`src/rtl/mem_sp_param_if.sv`:
```
// mem_sp_param_if
//  Request/response bus for the parametrised single-port RAM.
//  master: drives req_valid/req_we/req_addr/req_wdata, sees req_ready and rsp_*.
//  slave : the memory side; drives req_ready and the rsp_* pulses/data.
//  Parameters DATA_W and DEPTH must match the attached mem_sp_param instance.
interface mem_sp_param_if #(
  parameter int DATA_W = 8,
  parameter int DEPTH  = 4
);
  localparam int ADDR_W = $clog2(DEPTH);

  logic              req_valid;
  logic              req_ready;
  logic              req_we;
  logic [ADDR_W-1:0] req_addr;
  logic [DATA_W-1:0] req_wdata;
  logic              rsp_valid;
  logic [DATA_W-1:0] rsp_rdata;
  logic              rsp_err;
  logic              rsp_perr;

  modport master (
    output req_valid, req_we, req_addr, req_wdata,
    input  req_ready, rsp_valid, rsp_rdata, rsp_err, rsp_perr
  );

  modport slave (
    input  req_valid, req_we, req_addr, req_wdata,
    output req_ready, rsp_valid, rsp_rdata, rsp_err, rsp_perr
  );
endinterface

```
`src/rtl/mem_sp_param.sv`:
```
// mem_sp_param
//  Parametrised single-port synchronous RAM with a valid/ready request port,
//  a registered (latency 1) read response and a zero-sweep FSM that clears
//  every word after reset or when 'clear' is pulsed while idle.
// Parameters
//  DATA_W : word width in bits
//  DEPTH  : number of words (need not be a power of two)
// Ports
//  clk    : clock, all state updates on posedge
//  rst_n  : asynchronous active-low reset
//  clear  : one-cycle pulse, restarts the zero sweep (honoured only in IDLE)
//  busy   : high while the zero sweep is running
//  bus    : mem_sp_param_if.slave request/response bus
// Configuration
//  MEM_PARITY_EN : when defined, every word carries an even-parity bit that is
//                  checked on read and reported on rsp_perr; otherwise rsp_perr=0.
module mem_sp_param #(
  parameter int DATA_W = 8,
  parameter int DEPTH  = 4
) (
  input  logic clk,
  input  logic rst_n,
  input  logic clear,
  output logic busy,
  mem_sp_param_if.slave bus
);
  localparam int ADDR_W = $clog2(DEPTH);
  localparam logic [ADDR_W:0]   DEPTH_V  = (ADDR_W + 1)'(DEPTH);
  localparam logic [ADDR_W-1:0] LAST_PTR = ADDR_W'(DEPTH - 1);

  typedef enum logic {ST_CLEAR, ST_IDLE} state_t;

  state_t            state, next_state;
  logic [ADDR_W-1:0] ptr, next_ptr;
  logic              accept;
  logic              in_range;
  logic              mem_we;
  logic [ADDR_W-1:0] mem_waddr;
  logic [DATA_W-1:0] mem_wdata;

  logic [DATA_W-1:0] mem [DEPTH];

  // One extra bit on the compare so a non-power-of-two DEPTH is checked exactly.
  assign in_range = ({1'b0, bus.req_addr} < DEPTH_V);

  // State and sweep pointer; reset always restarts the sweep from word 0.
  always_ff @(posedge clk or negedge rst_n) begin
    if (!rst_n) begin
      state <= ST_CLEAR;
      ptr   <= '0;
    end else begin
      state <= next_state;
      ptr   <= next_ptr;
    end
  end

  // Next state, handshake and the single memory write port. A clear in IDLE
  // drops req_ready in the same cycle, so a coincident request is never taken.
  always_comb begin
    next_state    = state;
    next_ptr      = ptr;
    busy          = 1'b0;
    bus.req_ready = 1'b0;
    accept        = 1'b0;
    mem_we        = 1'b0;
    mem_waddr     = ptr;
    mem_wdata     = '0;
    case (state)
      ST_CLEAR: begin
        busy   = 1'b1;
        mem_we = 1'b1;
        if (ptr == LAST_PTR) begin
          next_state = ST_IDLE;
          next_ptr   = '0;
        end else begin
          next_ptr = ptr + 1'b1;
        end
      end
      ST_IDLE: begin
        if (clear) begin
          next_state = ST_CLEAR;
          next_ptr   = '0;
        end else begin
          bus.req_ready = 1'b1;
          accept        = bus.req_valid;
          if (accept && bus.req_we && in_range) begin
            mem_we    = 1'b1;
            mem_waddr = bus.req_addr;
            mem_wdata = bus.req_wdata;
          end
        end
      end
      default: next_state = ST_CLEAR;
    endcase
  end

`ifdef MEM_PARITY_EN
  logic par_mem [DEPTH];
`endif

  // Storage is not reset; the sweep is what brings it to a known state.
  always_ff @(posedge clk) begin
    if (mem_we) begin
      mem[mem_waddr] <= mem_wdata;
`ifdef MEM_PARITY_EN
      par_mem[mem_waddr] <= ^mem_wdata;
`endif
    end
  end

  // Response registers: out-of-range reads return zero data with rsp_err, and
  // out-of-range writes raise rsp_err alone. rsp_rdata holds between reads.
  always_ff @(posedge clk or negedge rst_n) begin
    if (!rst_n) begin
      bus.rsp_valid <= 1'b0;
      bus.rsp_rdata <= '0;
      bus.rsp_err   <= 1'b0;
    end else begin
      bus.rsp_valid <= accept && !bus.req_we;
      bus.rsp_err   <= accept && !in_range;
      if (accept && !bus.req_we) begin
        bus.rsp_rdata <= in_range ? mem[bus.req_addr] : '0;
      end
    end
  end

`ifdef MEM_PARITY_EN
  always_ff @(posedge clk or negedge rst_n) begin
    if (!rst_n) begin
      bus.rsp_perr <= 1'b0;
    end else begin
      bus.rsp_perr <= accept && !bus.req_we && in_range &&
                      (par_mem[bus.req_addr] != ^mem[bus.req_addr]);
    end
  end
`else
  assign bus.rsp_perr = 1'b0;
`endif

endmodule

```
`src/flat_wrapper.sv`:
```
// flat-port wrapper written by rule: the top's interface ports become plain ports
module mem_sp_param_flat 
#(
  parameter int DATA_W = 8,
  parameter int DEPTH  = 4
)
  (clk, rst_n, clear, busy, bus_req_valid, bus_req_we, bus_req_addr, bus_req_wdata, bus_req_ready, bus_rsp_valid, bus_rsp_rdata, bus_rsp_err, bus_rsp_perr);
  mem_sp_param_if #(.DATA_W(DATA_W), .DEPTH(DEPTH)) bus_i ();
  input  logic clk;
  input  logic rst_n;
  input  logic clear;
  output logic busy;
  input wire logic [$bits(bus_i.req_valid)-1:0] bus_req_valid;
  input wire logic [$bits(bus_i.req_we)-1:0] bus_req_we;
  input wire logic [$bits(bus_i.req_addr)-1:0] bus_req_addr;
  input wire logic [$bits(bus_i.req_wdata)-1:0] bus_req_wdata;
  output wire logic [$bits(bus_i.req_ready)-1:0] bus_req_ready;
  output wire logic [$bits(bus_i.rsp_valid)-1:0] bus_rsp_valid;
  output wire logic [$bits(bus_i.rsp_rdata)-1:0] bus_rsp_rdata;
  output wire logic [$bits(bus_i.rsp_err)-1:0] bus_rsp_err;
  output wire logic [$bits(bus_i.rsp_perr)-1:0] bus_rsp_perr;
  assign bus_i.req_valid = bus_req_valid;
  assign bus_i.req_we = bus_req_we;
  assign bus_i.req_addr = bus_req_addr;
  assign bus_i.req_wdata = bus_req_wdata;
  assign bus_req_ready = bus_i.req_ready;
  assign bus_rsp_valid = bus_i.rsp_valid;
  assign bus_rsp_rdata = bus_i.rsp_rdata;
  assign bus_rsp_err = bus_i.rsp_err;
  assign bus_rsp_perr = bus_i.rsp_perr;
  mem_sp_param #(.DATA_W(DATA_W), .DEPTH(DEPTH)) u_core (.clk(clk), .rst_n(rst_n), .clear(clear), .busy(busy), .bus(bus_i));
endmodule
```
`config.mk`:
```
export PLATFORM = sky130hd
export DESIGN_NAME = mem_sp_param_flat
export DESIGN_NICKNAME = d
export VERILOG_FILES = /design/src/rtl/mem_sp_param_if.sv /design/src/rtl/mem_sp_param.sv /design/src/flat_wrapper.sv
export SDC_FILE = /design/constraint.sdc
export NUM_CORES = 1
export LEC_CHECK = 0
export CAP_MARGIN = 20
export CORE_MARGIN = 5
export CORE_UTILIZATION = 56
export DETAILED_ROUTE_END_ITERATION = 16
export MAX_ROUTING_LAYER = met4
export PLACE_DENSITY = 0.83
export SLEW_MARGIN = 5
export SYNTH_ARGS = -nofsm -noshare
export SYNTH_HDL_FRONTEND = slang
export SYNTH_SLANG_ARGS = --single-unit
```
`constraint.sdc`:
```
create_clock -name clk -period 3.1 [get_ports clk]
set_input_delay 0.465 -clock clk [delete_from_list [all_inputs] [get_ports clk]]
set_output_delay 0.465 -clock clk [all_outputs]
set_load 0.03 [all_outputs]
```
**Word-level counts from Yosys, hierarchy flattened**

Memories as Yosys holds them, arrays and structs flattened. A register that Yosys moved wholly into a read port is not among the register bits.
Index checks and enable logic that the tools add are counted.

- Memories kept: 1
- Logic and storage cells: 33
- Output and inout bits: 13
- Bits in writable memories: 32
- Input port bits: 15
- Register bits after elaboration: 4

- Multiplexer cells: 21
- Bitwise operators: 1
- Equality and inequality tests: 2
- Reduce and logical (&&, ||, !) cells: 4
- Add/sub/neg operators: 1

Memories:

| name | words | width | rd ports | clocked after memory_dff | write ports | line | RTL |
|---|---|---|---|---|---|---|---|
| u_core.mem | 4 | 8 | 1 | 1 | 1 | mem_sp_param.sv:41 | `logic [DATA_W-1:0] mem [DEPTH];` |

Operators by type and width:

| operator | count |
|---|---|
| 2-to-1 mux 8 bit | 3 |
| 2-to-1 mux 1 bit | 10 |
| 2-to-1 mux 2 bit | 5 |
| one-hot mux 1 bit (2 select lines) | 2 |
| one-hot mux 2 bit (2 select lines) | 1 |
| adder 2 x 1 -> 2 bit, second input constant | 1 |
| == test 2 bit, second input constant | 1 |
| logical AND 1 bit | 2 |
| zero test 1 bit | 2 |
| inequality test 2 bit, second input constant | 1 |
| inverter 1 bit | 1 |

**Logic depth before layout (Yosys ltp)**

- Depth in word-level cells: 6
- Gate-level depth with buffers: 4

**Least setup slack after synthesis**

OpenSTA, ideal clock, no wires.

- Kind: input -> register
- Start: in clear
- End: mem u_core.mem[3][0] (enable)
- Data required time: 2.716 ns
- Slack: 1.169 ns
- Stages: 4
- Library setup time: 0.384 ns
- Arrival: 1.547 ns
- Cells stage by stage: and4b_1 > buf_2 > nand2_1 > o21ai_0

- Longest elaborated chain between the ends: 4

RTL lines:

| item | line | RTL |
|---|---|---|
| from (decl) | flat_wrapper.sv:11 | `input logic clear;` |
| 2-to-1 mux 1 bit | mem_sp_param.sv:80 | `if (clear) begin` |
| one-hot mux 1 bit (2 select lines) | mem_sp_param.sv:68 | `case (state)` |
| 2-to-1 mux 1 bit | mem_sp_param.sv:103 | `if (mem_we) begin` |
| 2-to-1 mux 1 bit (not written as such) | mem_sp_param.sv:104 | `mem[mem_waddr] <= mem_wdata;` |
| to (decl) | mem_sp_param.sv:41 |  |

Several ways; a longest one is shown, not always the timed one.

**Worst setup path in the final report**

- Start: reg u_core.state
- End: out bus_req_ready

- Longest elaborated chain between the ends: 1

RTL lines:

| item | line | RTL |
|---|---|---|
| from (decl) | mem_sp_param.sv:33 | `state_t state, next_state;` |
| from (signal assigned) | mem_sp_param.sv:52 | `state <= next_state;` |
| 2-to-1 mux 1 bit | mem_sp_param.sv:68 |  |
| to (decl) | flat_wrapper.sv:17 | `output wire logic [$bits(bus_i.req_ready)-1:0] bus_req_ready;` |

Every way passes these cells.

==> flow_metrics.tcl <==
set metrics [dict create \
    cts.path.max_buffers 2 \
    clkSinkCount 44 \
    total_power_w 0.00189 \
    yosysSeqAreaShare_pct 71.1 \
    fp.dieArea_um2 4390 \
    critPathLaunch "u_core.state$_DFF_PN0_" \
    drt_wl_total_um 3010 \
    r2r-start "u_core.state$_DFF_PN0_" \
    max_slew_margin_pct 58.2 \
    io_pins 28 \
    period_needed_ns 2.36 \
    io_buffers 25 \
    cts_root_buf "clkbuf_4" \
    slowest_stage "clkdlybuf4s50_1" \
    status "finished clean" \
    cts_setup_buffers 0 \
    syn_area_per_cell_um2 18.7 \
    post-route-period-util_pct 76.2 \
    syn_to_final_growth_pct 21.3 \
    cp_slowest_stage_delay_ns 0.71 \
    yosysWarnings 0 \
    finalSetupTns_ns 0 \
    crit_type "flip-flop to output pin" \
    vias 941 \
    synth_edf_count 32 \
    synth_flop_cell "edfxtp_1" \
    reg2reg_depth 4 \
    netlist_instances 95 \
    detail-route-antenna-nets 0 \
    required_ns 2.63 \
    finalSetupViolCount 0 \
    postCtsResizedCells 0 \
    rsz0062_at_grt "false" \
    wl_per_cell_um 17.3 \
    start_util_pct 58.1 \
    cts_tree "built" \
    clock_latency_ns 0.34 \
    drive_gt1_share_pct 23.8 \
    die_h_um 66.3 \
    path_buf_inv 2 \
    cts.hold.buffers_added 0 \
    hold_viol 0 \
    p_leak_nw 0.798 \
    worst_pin_slew_ns 0.626 \
    dr.pass1.iters 4 \
    async_flop_share_pct 27.3 \
    cts_buffers 5 \
    max_cap_violations 0 \
    via_per_inst 5.41 \
    fp.coreArea_um2 3050 \
    power_density_nw_per_um2 877 \
    clkTransAtPathRegs_ns 0.11 \
    arrival_ns 1.90 \
    finalNetCount 145 \
    grt_pass1_wl_um 5100 \
    worstSetupPathDepth 3 \
    num_rows 20 \
    syn-cell-area_um2 1770 \
    yosys.cell_types.count 27 \
    peakVddDrop_uv 449 \
    crit_path_cell_trace "inv_1, nor2_1, clkdlybuf4s50_1" \
    antenna_found_initial 0 \
    skew_ns 0.00517 \
    maxSlewViolCount 0 \
    path_max_fanout 8 \
    grt_pass1_vias 1045 \
    dp_hpwl_um 2210 \
    die_x_um 66.3 \
    crit_path_end_kind "output pin" \
    min_path_type "primary input to async pin" \
    grt_max_degree 13 \
    cts_max_level 2 \
    drc_errors 0 \
    fillers 228 \
    num_antenna_cells 0 \
    gr-total-overflow 0 \
    gp_congestion 0.808 \
    synth_seq_cells 44 \
    crit_family "buffers and inverters" \
    drtIter0Drc 19 \
    clock.fmax_mhz 423 \
    gr-usage-all-layers_pct 17.1 \
    crit_path_start_kind "flip-flop" \
]
[logic make-up (layout without fill, tap and decap cells)]
group	count (synthesis)	after routing	share of synthesized area, %
and+or+nand+nor	18	18	6.78
muxes	16	16	15.2
AOI/OAI and AO/OA	8	8	3.53
other	1	2	0.212
DFF	44	44	71.1
buffers and inverters	7	41	2.40
adders and majority gates	1	1	0.706
[sequential cells by signal, summed over array words and instances, names as in the netlist]
| name | count |
|---|---|
| u_core.state | 1 |
| u_core.mem | 32 |
| u_core.bus.rsp_valid | 1 |
| u_core.bus.rsp_rdata | 8 |
| u_core.ptr | 2 |
[cells in the final DEF, fill, tap and decap left out]
cell,Yosys,layout
a21o_1,1,1
a22o_1,1,1
and2_1,8,8
and2b_1,1,1
and4b_1,1,1
buf_4,2,6
clkbuf_1,0,2
clkbuf_4,0,5
clkbuf_8,0,1
clkdlybuf4s50_1,0,25
conb_1,1,2
dfrtp_1,12,12
edfxtp_1,32,32
ha_1,1,1
inv_1,2,2
mux2_2,8,8
mux4_2,8,8
nand2_1,2,2
nand2_2,1,1
nand2b_2,1,1
nor2_1,2,2
nor3_4,1,1
o21a_1,1,1
o21ai_0,1,1
o2bb2ai_1,1,1
o31ai_1,1,1
o32ai_1,2,2
or3_1,1,1
[path summary, 6_finish.rpt]
| kind | to | slack (ns) |
|---|---|---|
| min in group clk | u_core.bus.rsp_rdata[2]$_DFFE_PN0P_ | 0.52 |
| min | u_core.bus.rsp_rdata[2]$_DFFE_PN0P_ | 0.48 |
| max in group asynchronous | u_core.bus.rsp_rdata[1]$_DFFE_PN0P_ | 2.23 |
| max | bus_req_ready | 0.74 |
| max reg2reg | u_core.mem[3][3]$_DFFE_PP_ | 1.18 |
| min reg2reg | u_core.bus.rsp_rdata[2]$_DFFE_PN0P_ | 0.52 |
[where the power goes]
group | total, W | internal [W] | switching [W] | leakage [nW]
registers | 0.000969 | 0.000879 | 0.0000892 | 0.459
logic | 0.000644 | 0.000309 | 0.000335 | 0.307
clock network | 0.000274 | 0.000112 | 0.000162 | 0.0326
[synth_stat cells (all sizes together), types with 2 or more instances]
master / instances / share of area [%]
mux4: 8 / 10
nand2: 3 / 0.78
edfxtp: 32 / 54
inv: 2 / 0.42
nor2: 2 / 0.42
dfrtp: 12 / 17
mux2: 8 / 5.1
and2: 8 / 2.8
o32ai: 2 / 0.99
buf: 5 / 2.0
[area by class of cell]
class                           instances  area [um^2]  area share, %
Inverter                                2         7.51          0.349
Multi-Input combinational cell         45          473           22.0
Clock buffer                            8         58.8           2.73
Sequential cell                        44         1260           58.6
Tap cell                               44         55.1           2.56
Timing Repair Buffer                   31          295           13.7
[worst reg2reg max path, delay by kind of cell (launching register included)]
kind / cells / cell delay [ns]
buffers and inverters: 1 / 0.21
AND/OR/NAND/NOR: 2 / 0.60
flip-flops: 1 / 0.50
AO/OA/AOI/OAI: 1 / 0.33
[per-layer routing]
| metal | share of wire (%) | GRT usage (%) |
|---|---|---|
| met1 | 36 | 16.4 |
| met2 | 57 | 31.1 |
| met3 | 5.4 | 4.76 |
| met4 | 1.6 | 8.12 |
| met5 | 0 | - |
[per-stage QoR]
stage / hold WS [ns] / utilization (%) / cells / setup slack [ns] / area [um^2]
2_1_floorplan: 0.169 / - / 96 / 1.17 / 1780
3_3_place_gp: 0.488 / 68.5 / 166 / 0.658 / 2090
3_5_place_dp: 0.496 / 68.5 / 166 / 0.634 / 2090
4_1_cts: 0.494 / 70.5 / 174 / 0.729 / 2150
5_1_grt: 0.512 / 70.5 / 174 / 0.609 / 2150
6_report: 0.484 / 70.5 / 174 / 0.737 / 2150
Note: power is estimated with default switching activity, not from simulation.
==> RTL edit 1, RTL diff (same flow settings) <==
The option `MEM_PARITY_EN` is turned on by a define.
--- a/src/rtl/mem_sp_param.sv
+++ b/src/rtl/mem_sp_param.sv
@@ -14,6 +14,8 @@
 // Configuration
 //  MEM_PARITY_EN : when defined, every word carries an even-parity bit that is
 //                  checked on read and reported on rsp_perr; otherwise rsp_perr=0.
+`define MEM_PARITY_EN
+
 module mem_sp_param #(
   parameter int DATA_W = 8,
   parameter int DEPTH  = 4
Behaviour: same outputs for any inputs over 10 cycles, from zero or initial values and one cycle with rst_n low; that may be too few to reach the edited logic, so the function may still have changed.
==> RTL edit 1 against the unedited design <==
Count of clock-buffer cells in the layout unchanged. Critical path depth unchanged. Highest routed layer unchanged. Core utilization down 1.8 points. Routed wire length up 22%. Power up 18%. Design area up 17%. Critical path type is now in2out. Area after synthesis up 19%. Non-clock buffer count unchanged. Sequential power up 9%. Synthesized cell count up 24%. Sequential cell count up 5. Cell count up 15%. Worst setup slack worse by 0.045 ns. Combinational power up 28%.
==> RTL edit 1: results <==
placed_design:
  gp_congestion: 0.692
  dpl.hpwl_um: 2800
  place_area_mm2: 0.00243
power:
  peakVddDrop_mv: 0.423
yosys:
  yosys-top-cells-count: "edfxtp_1, dfrtp_1, and2_1"
  async_flop_share: 0.265
  synth_cell_types: 29
  muxShareOfSynthArea: 0.154
  synth_xor_xnor_area_share: 0.0665
  synth.area.top_cells: "edfxtp_1, dfrtp_1, mux4_1"
  synth_compound_area_frac: 0.0243
  synth_edf_count: 36
  seq_area_frac_synth: 0.667
cts:
  root_buffer: "clkbuf_8"
  clkTransAtPathRegs_ns: 0.08
  clk_latency_ns: 0.29
drt:
  wirelength_um: 3670
  vias: 1113
critical_path:
  max_stage_delay_ns: 0.75
  crit_start: "clear"
  r2r_cells: 5
  ff2ff_setup_slack_ns: 1.06
  cp.arrival_ns: 1.94
global_routing:
  grt_pass1_wl_um: 6050
  grt_max_degree: 14
  first_global_vias: 1170
  grt_use_total: 0.165
timing:
  maxSlewHeadroom: 0.637
  fin_hold_ws_ns: 0.515
  skew_ns: 0.00651
final_layout:
  top_regs: "u_core.mem (32), u_core.bus.rsp_rdata (8), u_core.par_mem (4)"
  nNetsFinal: 167
  drive_above_1_share: 0.145
min_path:
  hold_class: "reg2reg"
status:
  outcome: "finished, final reports clean"
==> RTL edit 1: final cells by class <==
class	instances	area (um^2)	share of cell area
Timing Repair Buffer	31	298	0.118
Clock buffer	8	80.1	0.0319
Multi-Input combinational cell	62	662	0.263
Tap cell	48	60.1	0.0239
Sequential cell	49	1410	0.559
Inverter	2	7.51	0.00299
==> RTL edit 1: metrics by stage <==
stage | cells | setup slack, ns
5_1_grt | 200 | 0.655
2_1_floorplan | 118 | 0.410
6_report | 200 | 0.692
3_5_place_dp | 192 | 0.436
3_3_place_gp | 192 | 0.540
4_1_cts | 200 | 0.695
==> RTL edit 1: kinds of logic after synthesis <==
logic type                 count (synthesis)
AOI/OAI and AO/OA                          7
other                                      1
muxes                                     18
and+or+nand+nor                           23
adders and majority gates                  1
buffers and inverters                      7
DFF                                       49
xor gates and xnor gates                  12
==> RTL edit 1: per-layer routing <==
| metal | wire [um] | part of all wire | vias up | GRT usage |
|---|---|---|---|---|
| met4 | 36 | 0.0098 | 0 | 0.0689 |
| met1 | 1460 | 0.40 | 571 | 0.192 |
| met5 | 0 | 0 | - | - |
| met2 | 2010 | 0.55 | 28 | 0.277 |
| li1 | - | - | 510 | - |
| met3 | 170 | 0.046 | 4 | 0.0351 |
==> RTL edit 1: power groups by stage <==
stage	logic [W]	registers [W]	clock network (W)
3_3_place_gp	0.000803	0.00106	0
3_5_place_dp	0.000836	0.00108	0
2_1_floorplan	0.000439	0.00115	0
6_report	0.000825	0.00106	0.000341
4_1_cts	0.000835	0.00106	0.000355
5_1_grt	0.000880	0.00108	0.000380
==> RTL edit 2, RTL diff (same settings) <==
Made on the original files. `DEPTH` is set to 4 in 3 places; all go to 8.
--- a/src/rtl/mem_sp_param_if.sv
+++ b/src/rtl/mem_sp_param_if.sv
@@ -5,7 +5,7 @@
 //  Parameters DATA_W and DEPTH must match the attached mem_sp_param instance.
 interface mem_sp_param_if #(
   parameter int DATA_W = 8,
-  parameter int DEPTH  = 4
+  parameter int DEPTH  = 8
 );
   localparam int ADDR_W = $clog2(DEPTH);
 
--- a/src/rtl/mem_sp_param.sv
+++ b/src/rtl/mem_sp_param.sv
@@ -16,7 +16,7 @@
 //                  checked on read and reported on rsp_perr; otherwise rsp_perr=0.
 module mem_sp_param #(
   parameter int DATA_W = 8,
-  parameter int DEPTH  = 4
+  parameter int DEPTH  = 8
 ) (
   input  logic clk,
   input  logic rst_n,
--- a/src/flat_wrapper.sv
+++ b/src/flat_wrapper.sv
@@ -2,7 +2,7 @@
 module mem_sp_param_flat 
 #(
   parameter int DATA_W = 8,
-  parameter int DEPTH  = 4
+  parameter int DEPTH  = 8
 )
   (clk, rst_n, clear, busy, bus_req_valid, bus_req_we, bus_req_addr, bus_req_wdata, bus_req_ready, bus_rsp_valid, bus_rsp_rdata, bus_rsp_err, bus_rsp_perr);
   mem_sp_param_if #(.DATA_W(DATA_W), .DEPTH(DEPTH)) bus_i ();
Ports: changed (resized bus_req_addr); port bits go from 28 to 29. No check against the original RTL was run, so the function may have changed too.
==> RTL edit 2 against the unedited design <==
Clock skew is 0.0020 ns higher. Routed wire length is 110% higher. Worst setup slack worse by 0.11 ns. Area after synthesis is 82% higher. Die area is 68% higher. Design area is 73% higher. Via count is 96% higher. Count of clock-buffer cells in the layout is 1 higher. Largest cell class unchanged. Core utilization is 3.2 points lower. Register-to-register slack worse by 0.37 ns. Clock power grew to 2.5 times the old value. Sequential cell count is 33 higher. Power is 68% higher. Non-clock buffer count is 5 higher.
==> RTL edit 2: results <==
status:
  outcome: "finished, final reports clean"
power:
  peakVddDrop_mv: 0.573
critical_path:
  critPathMaxFanout: 12
  critPathCaptureType: "flip-flop"
  crit_start: "clear"
  r2r_cells: 3
  r2r_end: "u_core.mem[2][5]$_DFFE_PP_"
  ff2ff_setup_slack_ns: 0.81
  cp_slowest_cell: "nor2_1"
yosys:
  postSynthAreaPerCell_um2: 16.0
  syn_inst: 201
  seq_area_frac_synth: 0.698
  muxShareOfSynthArea: 0.122
  yosys-top-cells-count: "edfxtp_1, mux2i_1, mux2_2"
final_layout:
  area_delta_synth_final_pct: 15.7
  drive_above_1_share: 0.198
  multi_input_gates: 111
  seq_cells: 77
  signal_buffers: 36
timing:
  fin_crit_ns: 2.48
  skew_ns: 0.00713
  worstMarginPinSlew_ns: 0.897
global_routing:
  use_met3: 0.0711
  grt_max_degree: 33
  grt_use_met2: 0.278
  first_global_vias: 1855
cts:
  clkTransAtPathRegs_ns: 0.08
  root_buffer: "clkbuf_8"
drt:
  drtIter0Drc: 157
  wl_per_cell_um: 20.2
  viasPerCell: 5.88
  wl_met2_um: 2960
placed_design:
  io_buffer_count: 26
  gp_congestion: 0.821
min_path:
  hold_class: "reg2reg"
[RTL edit 2: cell types whose count changed after synthesis, sizes merged, moves of 3 or more]
| cell | before | now |
|---|---|---|
| a22o | 1 | 9 |
| buf | 5 | 9 |
| clkbuf | 0 | 3 |
| edfxtp | 32 | 64 |
| mux2 | 8 | 18 |
| mux2i | 0 | 19 |
| mux4 | 8 | 0 |
| nand2 | 3 | 12 |
| nor2 | 2 | 12 |
| o22ai | 0 | 8 |
| o31ai | 1 | 8 |
[RTL edit 2: power by group through the flow]
stage | clock (W) | sequential (W) | combinational, W
after floorplan | 0 | 0.00169 | 0.000474
after global placement | 0 | 0.00161 | 0.000867
after detailed placement | 0 | 0.00162 | 0.000888
after CTS | 0.000693 | 0.00160 | 0.000892
after global routing | 0.000759 | 0.00163 | 0.000960
final | 0.000685 | 0.00160 | 0.000886
